$ cat src/rtl/hazard_stall_controller.sv
// Pipeline sequencing beside the decoder: stage enables, IF/ID flush, ID/MEM-WB bubbles,
// operand forwarding selects, data-memory wait FSM with timeout and a stall-cycle counter.
module hazard_stall_controller #(
    parameter int unsigned MEM_TIMEOUT = 16,
    parameter int unsigned CNT_W       = 16
) (
    input  logic             clk_i,
    input  logic             reset_i,
    input  logic [3:0]       id_rn_i,
    input  logic [3:0]       id_rm_i,
    input  logic             id_use_rn_i,
    input  logic             id_use_rm_i,
    input  logic             id_b_taken_i,
    input  logic [3:0]       ex_rd_i,
    input  logic [3:0]       mem_rd_i,
    input  logic [3:0]       wb_rd_i,
    input  logic             ex_rf_enable_i,
    input  logic             mem_rf_enable_i,
    input  logic             wb_rf_enable_i,
    input  logic             ex_load_inst_i,
    input  logic             mem_m_enable_i,
    input  logic             mem_ready_i,
    output logic             pc_enable_o,
    output logic             ifid_enable_o,
    output logic             idex_enable_o,
    output logic             exmem_enable_o,
    output logic             ifid_flush_o,
    output logic             id_bubble_o,
    output logic             memwb_bubble_o,
    output logic [1:0]       fwd_a_o,
    output logic [1:0]       fwd_b_o,
    output logic             mem_err_o,
    output logic [CNT_W-1:0] stall_cnt_o
);

    localparam int unsigned WaitW = (MEM_TIMEOUT < 2) ? 1 : $clog2(MEM_TIMEOUT + 1);
    localparam logic [WaitW-1:0] WaitMax = WaitW'(MEM_TIMEOUT);

    typedef enum logic [1:0] {StRun, StMemWait, StMemErr} state_e;

    state_e           state_q, state_d;
    logic [WaitW-1:0] wait_q, wait_d;
    logic [CNT_W-1:0] stall_q, stall_d;
    logic             freeze;
    logic             load_use;
    logic [1:0]       fwd_a, fwd_b;

    // r15 is the PC and never comes from the bypass network; a load in EX has no result yet.
    function automatic logic [1:0] fwd_sel(
        input logic [3:0] src,
        input logic       used,
        input logic [3:0] ex_rd,
        input logic       ex_ok,
        input logic [3:0] mem_rd,
        input logic       mem_ok,
        input logic [3:0] wb_rd,
        input logic       wb_ok
    );
        if (!used || src == 4'hF)      return 2'b00;
        else if (ex_ok && ex_rd == src)   return 2'b01;
        else if (mem_ok && mem_rd == src) return 2'b10;
        else if (wb_ok && wb_rd == src)   return 2'b11;
        else                              return 2'b00;
    endfunction

    assign fwd_a = fwd_sel(id_rn_i, id_use_rn_i, ex_rd_i, ex_rf_enable_i && !ex_load_inst_i,
                           mem_rd_i, mem_rf_enable_i, wb_rd_i, wb_rf_enable_i);
    assign fwd_b = fwd_sel(id_rm_i, id_use_rm_i, ex_rd_i, ex_rf_enable_i && !ex_load_inst_i,
                           mem_rd_i, mem_rf_enable_i, wb_rd_i, wb_rf_enable_i);

    assign load_use = ex_load_inst_i && ex_rf_enable_i &&
                      ((id_use_rn_i && id_rn_i == ex_rd_i) || (id_use_rm_i && id_rm_i == ex_rd_i));

    always_comb begin
        state_d = state_q;
        wait_d  = wait_q;
        freeze  = 1'b0;
        case (state_q)
            StRun: begin
                if (mem_m_enable_i && !mem_ready_i) begin
                    freeze  = 1'b1;
                    state_d = StMemWait;
                    wait_d  = WaitW'(1);
                end
            end
            StMemWait: begin
                if (mem_ready_i) begin
                    state_d = StRun;
                    wait_d  = '0;
                end else if (wait_q == WaitMax) begin
                    freeze  = 1'b1;
                    state_d = StMemErr;
                end else begin
                    freeze  = 1'b1;
                    wait_d  = wait_q + 1'b1;
                end
            end
            StMemErr: freeze = 1'b1;
            default:  state_d = StRun;
        endcase
    end

    always_comb begin
        pc_enable_o    = 1'b1;
        ifid_enable_o  = 1'b1;
        idex_enable_o  = 1'b1;
        exmem_enable_o = 1'b1;
        ifid_flush_o   = 1'b0;
        id_bubble_o    = 1'b0;
        memwb_bubble_o = 1'b0;
        fwd_a_o        = fwd_a;
        fwd_b_o        = fwd_b;
        mem_err_o      = (state_q == StMemErr);
        if (reset_i) begin
            pc_enable_o    = 1'b0;
            ifid_enable_o  = 1'b0;
            idex_enable_o  = 1'b0;
            exmem_enable_o = 1'b0;
            ifid_flush_o   = 1'b1;
            id_bubble_o    = 1'b1;
            memwb_bubble_o = 1'b1;
            fwd_a_o        = 2'b00;
            fwd_b_o        = 2'b00;
            mem_err_o      = 1'b0;
        end else if (freeze) begin
            pc_enable_o    = 1'b0;
            ifid_enable_o  = 1'b0;
            idex_enable_o  = 1'b0;
            exmem_enable_o = 1'b0;
            memwb_bubble_o = 1'b1;
        end else if (load_use) begin
            pc_enable_o   = 1'b0;
            ifid_enable_o = 1'b0;
            id_bubble_o   = 1'b1;
        end else if (id_b_taken_i) begin
            ifid_flush_o = 1'b1;
        end
    end

    assign stall_d     = (!pc_enable_o && stall_q != '1) ? stall_q + 1'b1 : stall_q;
    assign stall_cnt_o = stall_q;

    always_ff @(posedge clk_i or posedge reset_i) begin
        if (reset_i) begin
            state_q <= StRun;
            wait_q  <= '0;
            stall_q <= '0;
        end else begin
            state_q <= state_d;
            wait_q  <= wait_d;
            stall_q <= stall_d;
        end
    end

endmodule

$ cat config.mk
export PLATFORM = sky130hd
export DESIGN_NAME = hazard_stall_controller
export DESIGN_NICKNAME = d
export VERILOG_FILES = /design/src/rtl/hazard_stall_controller.sv
export SDC_FILE = /design/constraint.sdc
export NUM_CORES = 1
export LEC_CHECK = 0
export ABC_AREA = 1
export CAP_MARGIN = 20
export CORE_MARGIN = 4
export CORE_UTILIZATION = 40
export DETAILED_ROUTE_END_ITERATION = 8
export DONT_BUFFER_PORTS = 1
export GPL_TIMING_DRIVEN = 0
export PLACE_DENSITY = 0.6
export SLEW_MARGIN = 20
export SYNTH_ARGS = -nofsm -noshare
export SYNTH_HDL_FRONTEND = slang
export SYNTH_SLANG_ARGS = --single-unit
$ cat constraint.sdc
create_clock -name clk_i -period 5.4 [get_ports clk_i]
set_input_delay 1.08 -clock clk_i [delete_from_list [all_inputs] [get_ports clk_i]]
set_output_delay 1.08 -clock clk_i [all_outputs]
set_load 0.01 [all_outputs]
==> impl_metrics.toml, run 1 <==
[grt]
grt_usage_pct = 15.4
grt_max_degree = 29
grt_pass1_vias = 1684
overflow = 0
antenna_found_initial = 0
grt_pass1_wl_um = 7760

[detailed_routing]
drt_iter0_markers = 41
drt-pass1-iter-count = 4
vias = 1777
ant_nets = 0
m1WireLength_um = 2110
route.met2.wl_um = 2070
drc = 0
drt_wl_total_um = 4620
routedWlPerCell_um = 12.6
highest_layer = "met4"
drt-vias-per-instance = 4.83
dr_wl_met3_um = 384

[setup_path]
path_class = "in2out"
reg2reg_from = "stall_cnt_o[0]$_DFFE_PP0P_"
cp_slowest_stage_delay_ns = 0.39
crit_chain = "inv_2 > nand3_1 > or2_2 > a21oi_1"
critPathLaunchType = "input pin"
crit_path_start = "reset_i"
worstPathArrival_ns = 2.19
cp_top_family = "simple AND/OR/NAND/NOR gates"
cp_max_fo = 28
required_ns = 4.32
path_buf_inv = 1
cp_slowest_cell = "inv_2"
crit_path_end_kind = "output pin"

[logic_synthesis]
synth.mux.area_fraction_pct = 0
synth-simple-area-share_pct = 44.4
synth_warnings = 0
syn_inst = 297
synth_fa_ha_area_share_pct = 1.89
synth_edf_count = 0
yosysTopAreaCellShare_pct = 28.9
seq_area_frac_synth_pct = 28.9
synth_compound_area_share_pct = 7.10
synth-xor-area-share_pct = 7.48
avgSynthCellArea_um2 = 6.70
synth_top_family_by_area = "simple AND/OR/NAND/NOR gates"
synth.area.top_cells = "dfrtp_1 (29%), nand2_1 (15%), nand3_1 (8.3%)"
synth_area_leader_cell = "dfrtp_1"
netlist_area_um2 = 1990
async_flop_share_pct = 100
synth_seq_cells = 23
synthFlopType = "dfrtp_1"
syn_nets = 331
synth.distinct_cells = 30

[status]
outcome = "finished clean"

[cts]
clk_latency_ns = 0.27
numClockSinks = 23
post_cts_resized = 0
clk_pin_slew_ns = 0.08
ctsHoldBuffers = 0
cts_root_buf = "clkbuf_8"
cts_made_buffers = 3
clockBufferDepth = 2
htreeDepth = 1
cts_setup_buffers = 0
cts_tree = "built"

[power_and_ir_drop]
powerDensity_nw_per_um2 = 149
leakage_nw = 1.09
p_seq_share_pct = 54.5
p_sw_uw = 79.3
irDropWorstVdd_mv = 0.0901
clockPowerShare_pct = 34.7
swShare_pct = 25.1
combPwrFrac_pct = 10.8
internal_power_uw = 237

[run]
cap_violations = 0

[finish]
layout_common_cells = "nand2_1 (78), nand3_1 (33), inv_1 (32)"
fin_nets = 336
areaGrowthSynthToFinish_pct = 6.54
layout-drive-gt1-share_pct = 16.3
finalNonFillerCells = 368
n_antenna_cell = 0
stdcell_area_um2 = 2120
final_common_cell = "nand2_1"

[sta]
worstMarginPinSlew_ns = 0.551
rsz0062_at_grt = "no"
tns_ns = 0
maxSlewHeadroom_pct = 63.2
skew_ns = 0.00365
fmax_ghz = 0.305
finalHoldViolCount = 0
setup_viol = 0
min_period_over_period_pct = 60.6
fin_crit_ns = 3.27
finalMaxSlewViolations = 0

[placed_design]
dp_hpwl_um = 3770
port_buffers = 0
gp_congestion = 0.805
dpl-instance-area_um2 = 2070
dp.cells = 364

[floorplan]
rows = 25
die_h_um = 78.5
chipWidth_um = 78.5
ios = 59
die-area_um2 = 6170
initial_core_util_pct = 41.6
core_area_um2 = 4790

[min_path]
worstHoldStart = "wait_q[1]$_DFFE_PP0P_"
min_path_type = "reg2reg"
flip-flops by register name, summed over array words and instances (netlist names):
| name | count |
|---|---|
| state_q | 2 |
| wait_q | 5 |
| stall_cnt_o | 16 |
through the flow:
stage / util, % / power [mW] / setup slack, ns / hold slack (ns)
2_1_floorplan: - / 0.205 / 2.00 / 0.515
3_3_place_gp: 43.3 / 0.210 / 1.70 / 0.556
3_5_place_dp: 43.3 / 0.210 / 1.67 / 0.581
4_1_cts: 44.3 / 0.320 / 1.68 / 0.607
5_1_grt: 44.3 / 0.330 / 1.95 / 0.641
6_report: 44.3 / 0.316 / 2.13 / 0.601
layer usage:
metal / GRT usage (%) / up-vias
met2: 25.0 / 46
met4: 4.20 / 0
met5: 0 / -
met1: 20.3 / 775
met3: 3.78 / 5
li1: - / 951
layout make-up:
class                           count  area, um^2
Buffer                              5        46.3
Sequential cell                    23         576
Inverter                           42         158
Clock buffer                        3        41.3
Clock inverter                      1        5.00
Tap cell                           67        83.8
Multi-Input combinational cell    227        1210
Fill cell                         516        2670
power groups by stage:
stage          Clock, mW  Combinational [mW]  Sequential (mW)
2_1_floorplan          0              0.0295            0.175
3_3_place_gp           0              0.0341            0.175
3_5_place_dp           0              0.0347            0.175
4_1_cts            0.113              0.0348            0.172
5_1_grt            0.119              0.0396            0.172
6_report           0.110              0.0341            0.172
worst reg2reg max path, stage by stage (launching register included):
cell     delay, ns
dfrtp_1       0.49
ha_1          0.25
nand2_1       0.12
nor2_4        0.22
nand4_4       0.19
buf_2         0.25
nand3_1       0.11
nand2_2       0.05
final timing paths:
kind	to	slack [ns]	cells past startpoint
min in group asynchronous	state_q[0]$_DFFE_PP0P_	0.73	1
hold / removal	wait_q[1]$_DFFE_PP0P_	0.60	2
setup / recovery	fwd_b_o[1]	2.13	4
hold reg to reg	wait_q[1]$_DFFE_PP0P_	0.60	2
setup reg to reg	stall_cnt_o[6]$_DFFE_PP0P_	3.62	7
max in group asynchronous	stall_cnt_o[5]$_DFFE_PP0P_	4.30	1
cells by family (layout without fill, tap and decap cells):
logic type	Yosys count	in the layout
simple gates	181	181
xor+xnor	17	17
fa+ha+maj	3	3
buf+inv	47	51
compound gates	26	26
flops	23	23
cells in the mapped netlist (3+ instances only):
library cell / count
inv_2: 9
a21oi_1: 8
nand2_1: 78
o22ai_1: 3
dfrtp_1: 23
o21ai_0: 13
nor2_2: 4
xnor2_1: 9
nand3_1: 33
or2_2: 3
xor2_1: 8
nor2_1: 30
nand4_1: 8
inv_1: 33
ha_1: 3
nand2_2: 15
Note: power is estimated with default switching activity, not from simulation.
==> run 2, diff against run 1 <==
--- a/config.mk
+++ b/config.mk
@@ -12,7 +12,7 @@
 export DETAILED_ROUTE_END_ITERATION = 8
 export DONT_BUFFER_PORTS = 1
 export GPL_TIMING_DRIVEN = 0
-export PLACE_DENSITY = 0.6
+export PLACE_DENSITY = 0.62
 export SLEW_MARGIN = 20
 export SYNTH_ARGS = -nofsm -noshare
 export SYNTH_HDL_FRONTEND = slang
==> constraint.sdc (replaced) <==
create_clock -name clk_i -period 2.8 [get_ports clk_i]
set_input_delay 0.56 -clock clk_i [delete_from_list [all_inputs] [get_ports clk_i]]
set_output_delay 0.56 -clock clk_i [all_outputs]
set_load 0.01 [all_outputs]
==> run 2 against run 1 <==
  * Count of clock-buffer cells in the layout unchanged
  * Via count increased by 0.68%
  * Critical path depth increased by 5
  * Hold slack got worse by 0.38 ns
  * Critical path type is now reg2out
  * Critical endpoint is now pc_enable_o
==> impl_metrics.toml, run 2 (synthesized netlist as in run 1, its figures left out) <==
[grt]
grt_pass1_wl_um = 7970
grt_pass1_vias = 1739
grt_usage_pct = 15.7
overflow = 0
antenna_found_initial = 0
grt_max_degree = 29

[setup_path]
reg2reg_from = "stall_cnt_o[0]$_DFFE_PP0P_"
cp_slowest_cell = "dfrtp_1"
path_class = "reg2out"
r2r_slack_ns = 0.97
worstPathArrival_ns = 1.76
required_ns = 2.24
crit_chain = "inv_2 > nor2_2 > nand2_1 > nand3_2 > nor2_4 > nand2_8 > buf_6 > inv_1 > buf_4"
reg2reg_to = "stall_cnt_o[8]$_DFFE_PP0P_"
worst-r2r-cell-count = 7
crit_path_end_kind = "output pin"
critPathLaunchType = "flop"
cp_max_fo = 10
cp_slowest_stage_delay_ns = 0.40

[detailed_routing]
drt-pass1-iter-count = 4
routedWlPerCell_um = 12.2
vias = 1789
ant_nets = 0
drt-vias-per-instance = 4.86
drt_iter0_markers = 80
drt_wl_total_um = 4490
drc = 0

[floorplan]
die-area_um2 = 6170
ios = 59
core_area_um2 = 4790
rows = 25
chipWidth_um = 78.5
initial_core_util_pct = 41.6
die_h_um = 78.5

[cts]
post_cts_resized = 0
cts_setup_buffers = 0
clockBufferDepth = 2
numClockSinks = 23
cts_made_buffers = 3
clk_latency_ns = 0.26
htreeDepth = 1
cts_tree = "built"
ctsHoldBuffers = 0
clk_pin_slew_ns = 0.09
cts_root_buf = "clkbuf_8"

[sta]
min_period_over_period_pct = 83.0
maxSlewHeadroom_pct = 63.3
tns_ns = 0
fin_crit_ns = 2.32
fin_ws_ns = 0.477
finalMaxSlewViolations = 0
rsz0062_at_grt = "no"
holdWs_ns = 0.223
worstMarginPinSlew_ns = 0.550
fmax_ghz = 0.430
setup_viol = 0
finalHoldViolCount = 0
skew_ns = 0.0114

[placed_design]
dp_hpwl_um = 3680
gp_congestion = 0.854
pre_cts_slack_ns = 0.103
dp.cells = 364
dpl-instance-area_um2 = 2070
port_buffers = 0

[finish]
fin_nets = 336
largest_reg_flops = 16
layout-drive-gt1-share_pct = 16.3
areaGrowthSynthToFinish_pct = 6.54
stdcell_area_um2 = 2120
final_common_cell = "nand2_1"
layout_common_cells = "nand2_1 (78), nand3_1 (33), inv_1 (32)"
finalNonFillerCells = 368
n_antenna_cell = 0

[power_and_ir_drop]
powerDensity_nw_per_um2 = 284
irDropWorstVdd_mv = 0.239
leakage_nw = 1.09

[run]
cap_violations = 0

[status]
outcome = "finished clean"

[min_path]
min_path_type = "in2async"
-- run 2: cell type report --
| type | count | area [um^2] |
|---|---|---|
| flip-flops and latches | 23 | 576 |
| multi-input cells | 227 | 1210 |
| fillers | 490 | 2670 |
| clock inverters | 1 | 5.00 |
| inverters | 42 | 158 |
| clock buffers | 3 | 41.3 |
| plain buffers | 5 | 46.3 |
| well taps | 67 | 83.8 |
-- run 2: worst max-delay path, delay by kind of cell (launching register included) --
kind / cells / cell delay (ns)
and+or+nand+nor: 5 / 0.63
buffers and inverters: 4 / 0.48
DFF: 1 / 0.40
-- run 2: metrics by stage --
stage	power, mW	utilization [%]
floorplan	0.395	-
global placement	0.404	43.3
detailed placement	0.405	43.3
CTS	0.611	44.3
global route	0.641	44.3
finish	0.602	44.3
-- run 2: how the worst max path moves through the flow --
| stage | end | startpoint | slack [ns] | cells after the start |
|---|---|---|---|---|
| 2_1_floorplan | fwd_b_o[1] | reset_i | 0.44 | 4 |
| 3_3_place_gp | fwd_b_o[1] | reset_i | 0.14 | 4 |
| 3_5_place_dp | fwd_b_o[1] | reset_i | 0.10 | 4 |
| 4_1_cts | fwd_b_o[1] | reset_i | 0.12 | 4 |
| 5_1_grt | fwd_b_o[1] | reset_i | 0.31 | 4 |
| 6_report | pc_enable_o | state_q[0]$_DFFE_PP0P_ | 0.48 | 9 |
-- run 2: power by group --
part | internal, mW | switching (mW) | leakage [nW]
logic | 0.0250 | 0.0408 | 0.781
registers | 0.332 | 0 | 0.281
clock network | 0.0991 | 0.105 | 0.0255
total | 0.456 | 0.146 | 1.09
-- run 2: per-layer routing --
layer	track usage [%]	share of wire, %	vias up
met3	3.33	7.6	2
met4	2.62	0.53	0
met1	20.9	45	803
met2	26.3	47	40
met5	0	0	-
li1	-	-	944
==> run 3, diff against run 2 <==
==> constraint.sdc (replaced) <==
create_clock -name clk_i -period 1.9 [get_ports clk_i]
set_input_delay 0.38 -clock clk_i [delete_from_list [all_inputs] [get_ports clk_i]]
set_output_delay 0.38 -clock clk_i [all_outputs]
set_load 0.01 [all_outputs]
==> run 3 against run 2 <==
  * Final area increased by 3.5%
  * Highest routed layer unchanged
  * Register-to-register slack got worse by 0.89 ns
  * Die area unchanged
  * Routed wire length increased by 8.4%
  * Critical path depth decreased by 1
  * Clock skew increased by 0.0026 ns
  * Utilization increased by 1.6 points
  * Final cell count increased by 1.4%
==> impl_metrics.toml, run 3 (synthesized netlist as in run 1, its figures left out) <==
[status]
outcome = "finished clean"

[min_path]
min_path_type = "in2async"

[setup_path]
crit_path_end_kind = "output pin"
crit_chain = "inv_2 > nor2_2 > nand2_2 > nand3_4 > nor2_4 > nand2_8 > inv_4 > buf_4"
path_class = "reg2out"
worstPathArrival_ns = 1.47
cp_slowest_cell = "dfrtp_1"
cp_slowest_stage_delay_ns = 0.40
critPathLaunchType = "flop"
cp_max_fo = 4
required_ns = 1.52

[power_and_ir_drop]
powerDensity_nw_per_um2 = 410
internal_power_uw = 675
irDropWorstVdd_mv = 0.249
combPwrFrac_pct = 11.5
swShare_pct = 25.0
leakage_nw = 1.10
p_total_uw = 900
p_sw_uw = 225
p_seq_share_pct = 54.3
clockPowerShare_pct = 34.2

[floorplan]
initial_core_util_pct = 41.6
die_h_um = 78.5
die-area_um2 = 6170
core_area_um2 = 4790
chipWidth_um = 78.5
rows = 25
ios = 59

[grt]
grt_usage_pct = 16.7
grt_pass1_vias = 1797
grt_pass1_wl_um = 8270
grt_max_degree = 29
antenna_found_initial = 0
overflow = 0

[finish]
final_common_cell = "nand2_1"
fin_nets = 341
post-route-util_pct = 45.9
layout-drive-gt1-share_pct = 20.3
n_antenna_cell = 0
areaGrowthSynthToFinish_pct = 10.3
layout_common_cells = "nand2_1 (77), nand3_1 (32), inv_1 (30), nor2_1 (30), dfrtp_1 (21)"
n_fill_cell = 532
largest_reg_flops = 16

[placed_design]
port_buffers = 0
gp_congestion = 0.806
dp_hpwl_um = 3750

[cts]
clockBufferDepth = 2
numClockSinks = 23
cts_tree = "built"
htreeDepth = 1
clk_latency_ns = 0.27
clk_pin_slew_ns = 0.09
cts_made_buffers = 3
cts_root_buf = "clkbuf_8"

[sta]
finalMaxSlewViolations = 0
worstMarginPinSlew_ns = 0.716
fin_crit_ns = 1.85
finalHoldViolCount = 0
rsz0062_at_grt = "yes"
setup_viol = 0
skew_ns = 0.0140
maxSlewHeadroom_pct = 52.0
min_period_over_period_pct = 97.6
fmax_ghz = 0.539

[detailed_routing]
drt_iter0_markers = 64
drt_wl_total_um = 4870
drc = 0
vias = 1839
routedWlPerCell_um = 13.1
ant_nets = 0
drt-pass1-iter-count = 4
drt-vias-per-instance = 4.93

[run]
cap_violations = 0
run 3: cell types whose count changed in the layout (fill, tap and decap cells not counted), sizes merged:
cell         before  now
buf               5    8
clkinvlp          0    2
dlygate4sd3       0    1
inv              42   41
run 3: critical path: cells and delay by family, from the launching register on:
family                 cells  cell delay (ns)
and+or+nand+nor            5             0.55
DFF                        1             0.40
buffers and inverters      3             0.26
run 3: path summary, 6_finish.rpt:
check / start / endpoint / slack [ns] / cells past startpoint
max: state_q[0]$_DFFE_PP0P_ / pc_enable_o / 0.05 / 8
min: reset_i / stall_cnt_o[2]$_DFFE_PP0P_ / 0.05 / 1
max reg2reg: state_q[0]$_DFFE_PP0P_ / stall_cnt_o[6]$_DFFE_PP0P_ / 0.08 / 12
min reg2reg: stall_cnt_o[1]$_DFFE_PP0P_ / stall_cnt_o[1]$_DFFE_PP0P_ / 0.57 / 2
max in group asynchronous: reset_i / stall_cnt_o[6]$_DFFE_PP0P_ / 1.00 / 2
min in group clk_i: mem_ready_i / wait_q[4]$_DFFE_PP0P_ / 0.28 / 3
run 3: repair_timing:
action                                  in CTS  in global routing
pin swaps                                    4                  1
cloned                                       0                  1
resized for setup                            4                  8
hold endpoints to repair                     0                  9
endpoints found under the setup margin       2                 15
hold buffers                                 0                  1
setup buffers                                3                  1
run 3: layout make-up:
cell class	count	area, um^2	area share, %
Timing Repair inverter	1	5.00	0.228
Timing Repair Buffer	5	40.0	1.82
Inverter	42	164	7.46
Multi-Input combinational cell	227	1240	56.4
Tap cell	67	83.8	3.82
Buffer	4	40.0	1.82
Clock inverter	1	5.00	0.228
Clock buffer	3	41.3	1.88
Sequential cell	23	578	26.3
run 3: power groups by stage:
stage / clock network (mW) / logic (mW) / registers (mW)
2_1_floorplan: 0 / 0.0840 / 0.499
3_3_place_gp: 0 / 0.0979 / 0.499
3_5_place_dp: 0 / 0.100 / 0.499
4_1_cts: 0.326 / 0.100 / 0.489
5_1_grt: 0.344 / 0.120 / 0.489
6_report: 0.308 / 0.103 / 0.489
run 3: metrics by stage:
stage	TNS [ns]	hold WS [ns]	area [um^2]	std cells	worst slack, ns
global route	-0.152	0.0961	2200	373	-0.0448
CTS	0	0.0431	2150	370	0.00187
global placement	0	0.342	2080	364	0.0188
floorplan	0	0.270	1990	297	0.148
finish	0	0.0533	2200	373	0.0452
detailed placement	-0.00551	0.348	2080	364	-0.00551
run 3: routing by layer:
layer	wire length, um	track usage [%]	share of wire [%]
met5	0	0	0
met4	56	4.72	1.2
met3	370	4.13	7.6
met2	2330	28.7	48
met1	2110	20.5	43
==> edit 1: new RTL, flow settings as in run 2 <==
Change the parameter `MEM_TIMEOUT` from 16 to 8.
--- a/src/rtl/hazard_stall_controller.sv
+++ b/src/rtl/hazard_stall_controller.sv
@@ -1,7 +1,7 @@
 // Pipeline sequencing beside the decoder: stage enables, IF/ID flush, ID/MEM-WB bubbles,
 // operand forwarding selects, data-memory wait FSM with timeout and a stall-cycle counter.
 module hazard_stall_controller #(
-    parameter int unsigned MEM_TIMEOUT = 16,
+    parameter int unsigned MEM_TIMEOUT = 8,
     parameter int unsigned CNT_W       = 16
 ) (
     input  logic             clk_i,
Behaviour: not the same (a bounded check fails within 10 cycles, from zero or initial values and one cycle with reset_i high).
==> edit 1 against run 2 <==
Register-to-register slack hardly changed; clock power is 13% higher; non-clock buffer count stayed put; sequential share of layout area down 0.095 points; cell area shrank 4.0%; sequential cell count is 1 lower; total power up 2.0%; worst setup slack got worse by 0.14 ns; area after synthesis is 3.8% lower; wire length is 2.6% lower; combinational power about the same.
==> edit 1: results <==
[outcome]
status = complete, no violations

[timing]
period_share = 0.8815
relSlewSlack = 0.3902
fin_hold_ws_ns = 0.2627

[synthesis]
synth.area.top_cells = dfrtp_1, nand2_1, nand3_1
avgSynthCellArea_um2 = 6.698
ys_top_cells_by_count = nand2_1, inv_1, nand3_1
synth_cell_type_count = 27
synth.top_cell.area_share = 0.2874
ys_seq_area_frac = 0.2874
syn_nets = 320

[power]
peakVddDrop_v = 0.0002679
p_leak_uw = 0.001053

[global_route]
grt_pass1_wl_um = 7527
grt_pass1_vias = 1623
grt_max_degree = 28
grt.total_usage = 0.1523

[setup_path]
rr_endpoint = stall_cnt_o[14]$_DFFE_PP0P_
r2r_cells = 9
cp.arrival_ns = 1.91

[layout]
nonClkBufAreaFrac = 0.02336
clockNetworkAreaShare = 0.02704
multiInputGateArea_um2 = 1167
multi_input_cells = 219
nNonClkInverters = 40
seq_area_um2 = 550.5
area_growth_pct = 6.270
fillers = 464
final_nets = 325
drive_gt1_frac = 0.1724
clkbuf_count = 4

[route]
finalWirelength_um = 4372
drtIter0Drc = 58
vias_per_cell = 4.956

[place]
dp_worst_setup_slack_ns = 0.1240
dp_hpwl_um = 3510
place_congestion = 0.8191

[clocking]
cts.sinks = 22
edit 1: cell types whose count changed in the layout (fill, tap and decap cells not counted), moves of 3 or more:
cell	run 2	this run
nand2_1	78	72
nand3_1	33	30
inv_2	10	5
nand2_2	15	22
nand4_1	8	5
nor3_1	1	4
o21ai_0	13	9
edit 1: report_power, final:
group	switching, uW	internal (uW)	leakage [uW]
Combinational	41.2	24.6	0.000747
Sequential	0	317	0.000277
Clock	105	125	0.0000288
edit 1: kinds of logic (layout without fill, tap and decap cells):
group	Yosys count	in the layout	share of synthesized area
AO/OA/AOI/OAI	25	25	0.07315
XOR/XNOR	16	16	0.07316
adder cells (fa/ha/maj)	3	3	0.01960
buffers and inverters	45	49	0.1032
flip-flops	22	22	0.2874
AND/OR/NAND/NOR	175	175	0.4435
edit 1: per-layer routing:
metal	up-vias	wire length, um	GRT usage
met5	-	0	0
met4	0	19	0.02313
met3	2	327	0.05269
met2	40	1903	0.2435
met1	746	2122	0.2019
li1	907	-	-
==> edit 2: new RTL, flow settings as in run 2 <==
Without the edit above. Put one more register stage on the output `stall_cnt_o`, with the module's reset. The value now appears one clock later. The other outputs are not delayed to match.
--- a/src/rtl/hazard_stall_controller.sv
+++ b/src/rtl/hazard_stall_controller.sv
@@ -138,7 +138,13 @@
     end
 
     assign stall_d     = (!pc_enable_o && stall_q != '1) ? stall_q + 1'b1 : stall_q;
-    assign stall_cnt_o = stall_q;
+    always_ff @(posedge clk_i or posedge reset_i) begin
+        if (reset_i) begin
+            stall_cnt_o <= '0;
+        end else begin
+            stall_cnt_o <= stall_q;
+        end
+    end
 
     always_ff @(posedge clk_i or posedge reset_i) begin
         if (reset_i) begin
Behaviour: not the same (a bounded check fails within 4 cycles, from zero or initial values and one cycle with reset_i high).
==> edit 2 against run 2 <==
Worst setup slack worse by 0.16 ns; largest cell class unchanged; cell area is 22% higher; wire length is 13% higher; sequential power is 70% higher; first-iteration DRC count is 3.8% lower; sequential cell count is 16 higher; largest power group unchanged; via count is 9.7% higher; area after synthesis is 21% higher; final cell count is 7.3% higher; total power is 62% higher; register-to-register slack better by 0.14 ns.
==> edit 2: results <==
[global_route]
grt_max_degree = 37
grt_pass1_wl_um = 8625
grt_util_met2 = 0.2345
grt.total_usage = 0.1459
grt_pass1_vias = 1867
use_met3 = 0.05476

[outcome]
status = complete, no violations

[place]
dp_worst_setup_slack_ns = 0.5354
dp_hpwl_um = 3928
place_congestion = 0.8747

[synthesis]
ys_top_cells_by_count = nand2_1, dfrtp_1, inv_1
ys_seq_area_frac = 0.4060
avgSynthCellArea_um2 = 7.606
syn_nets = 350
synth.area.top_cells = dfrtp_1, nand2_1, nand3_1

[setup_path]
cp.arrival_ns = 1.93
worstReg2RegStart = stall_q[0]$_DFFE_PP0P_
r2r_setup_slack_ns = 1.11

[power]
p_leak_uw = 0.001321
powerDensity_nw_per_um2 = 377.0

[timing]
worst_pin_slew_ns = 0.3854
skew_ns = 0.004241

[layout]
drive_gt1_frac = 0.1548
nNonClkInverters = 46
nonClkBufAreaFrac = 0.02564
multi_input_cells = 226
clkbuf_count = 6
seq_area_um2 = 975.9
clockNetworkAreaShare = 0.02806
area_growth_pct = 7.600

[route]
wl_per_cell_um = 12.80
vias_per_cell = 4.967
drtPass1Iterations = 6
vias = 1962
routed-wl-met3_um = 383
met2_length_um = 2304

[clocking]
cts.sinks = 39
cts-htree-levels = 2
clk_latency_ns = 0.29
edit 2: cell types whose count changed after synthesis, sizes merged:
cell / before / now
dfrtp: 23 / 39
inv: 42 / 46
nor2: 36 / 32
nor3: 2 / 6
xnor2: 9 / 6
xor2: 8 / 11
nand4: 9 / 8
edit 2: kinds of logic after synthesis:
logic type,Yosys count,share of synthesized area
flip-flops,39,0.4060
buffers and inverters,51,0.09109
AO/OA/AOI/OAI,26,0.05883
XOR/XNOR,17,0.06195
adder cells (fa/ha/maj),3,0.01562
AND/OR/NAND/NOR,180,0.3665
edit 2: per-stage QoR:
stage | setup TNS, ns | total power, uW | hold WS, ns
final | 0 | 975.1 | 0.06158
after floorplan | 0 | 634.6 | 0.3926
after global routing | 0 | 1037 | 0.05935
after global placement | -0.4778 | 644.9 | 0.4126
after CTS | 0 | 993.8 | 0.05954
after detailed placement | 0 | 649.6 | 0.3691
edit 2: how the worst max path moves through the flow:
stage,startpoint,end,slack (ns),cells after the start
floorplan,reset_i,fwd_b_o[1],0.08,4
finish,state_q[0]$_DFFE_PP0P_,pc_enable_o,0.31,9
global route,state_q[0]$_DFFE_PP0P_,pc_enable_o,0.17,9
CTS,state_q[0]$_DFFE_PP0P_,pc_enable_o,0.29,9
global placement,reset_i,fwd_b_o[1],-0.32,4
detailed placement,mem_m_enable_i,pc_enable_o,0.54,9
edit 2: critical path: cells and delay by family, from the launching register on:
kind	cells	cell delay [ns]
AND/OR/NAND/NOR	5	0.70
buffers and inverters	4	0.54
flip-flops	1	0.39
edit 2: power by group:
part | switching (uW) | internal, uW | total, uW
clock network | 171 | 166 | 337
registers | 0 | 563 | 563
logic | 46.6 | 28.0 | 74.6
total | 218 | 757 | 975
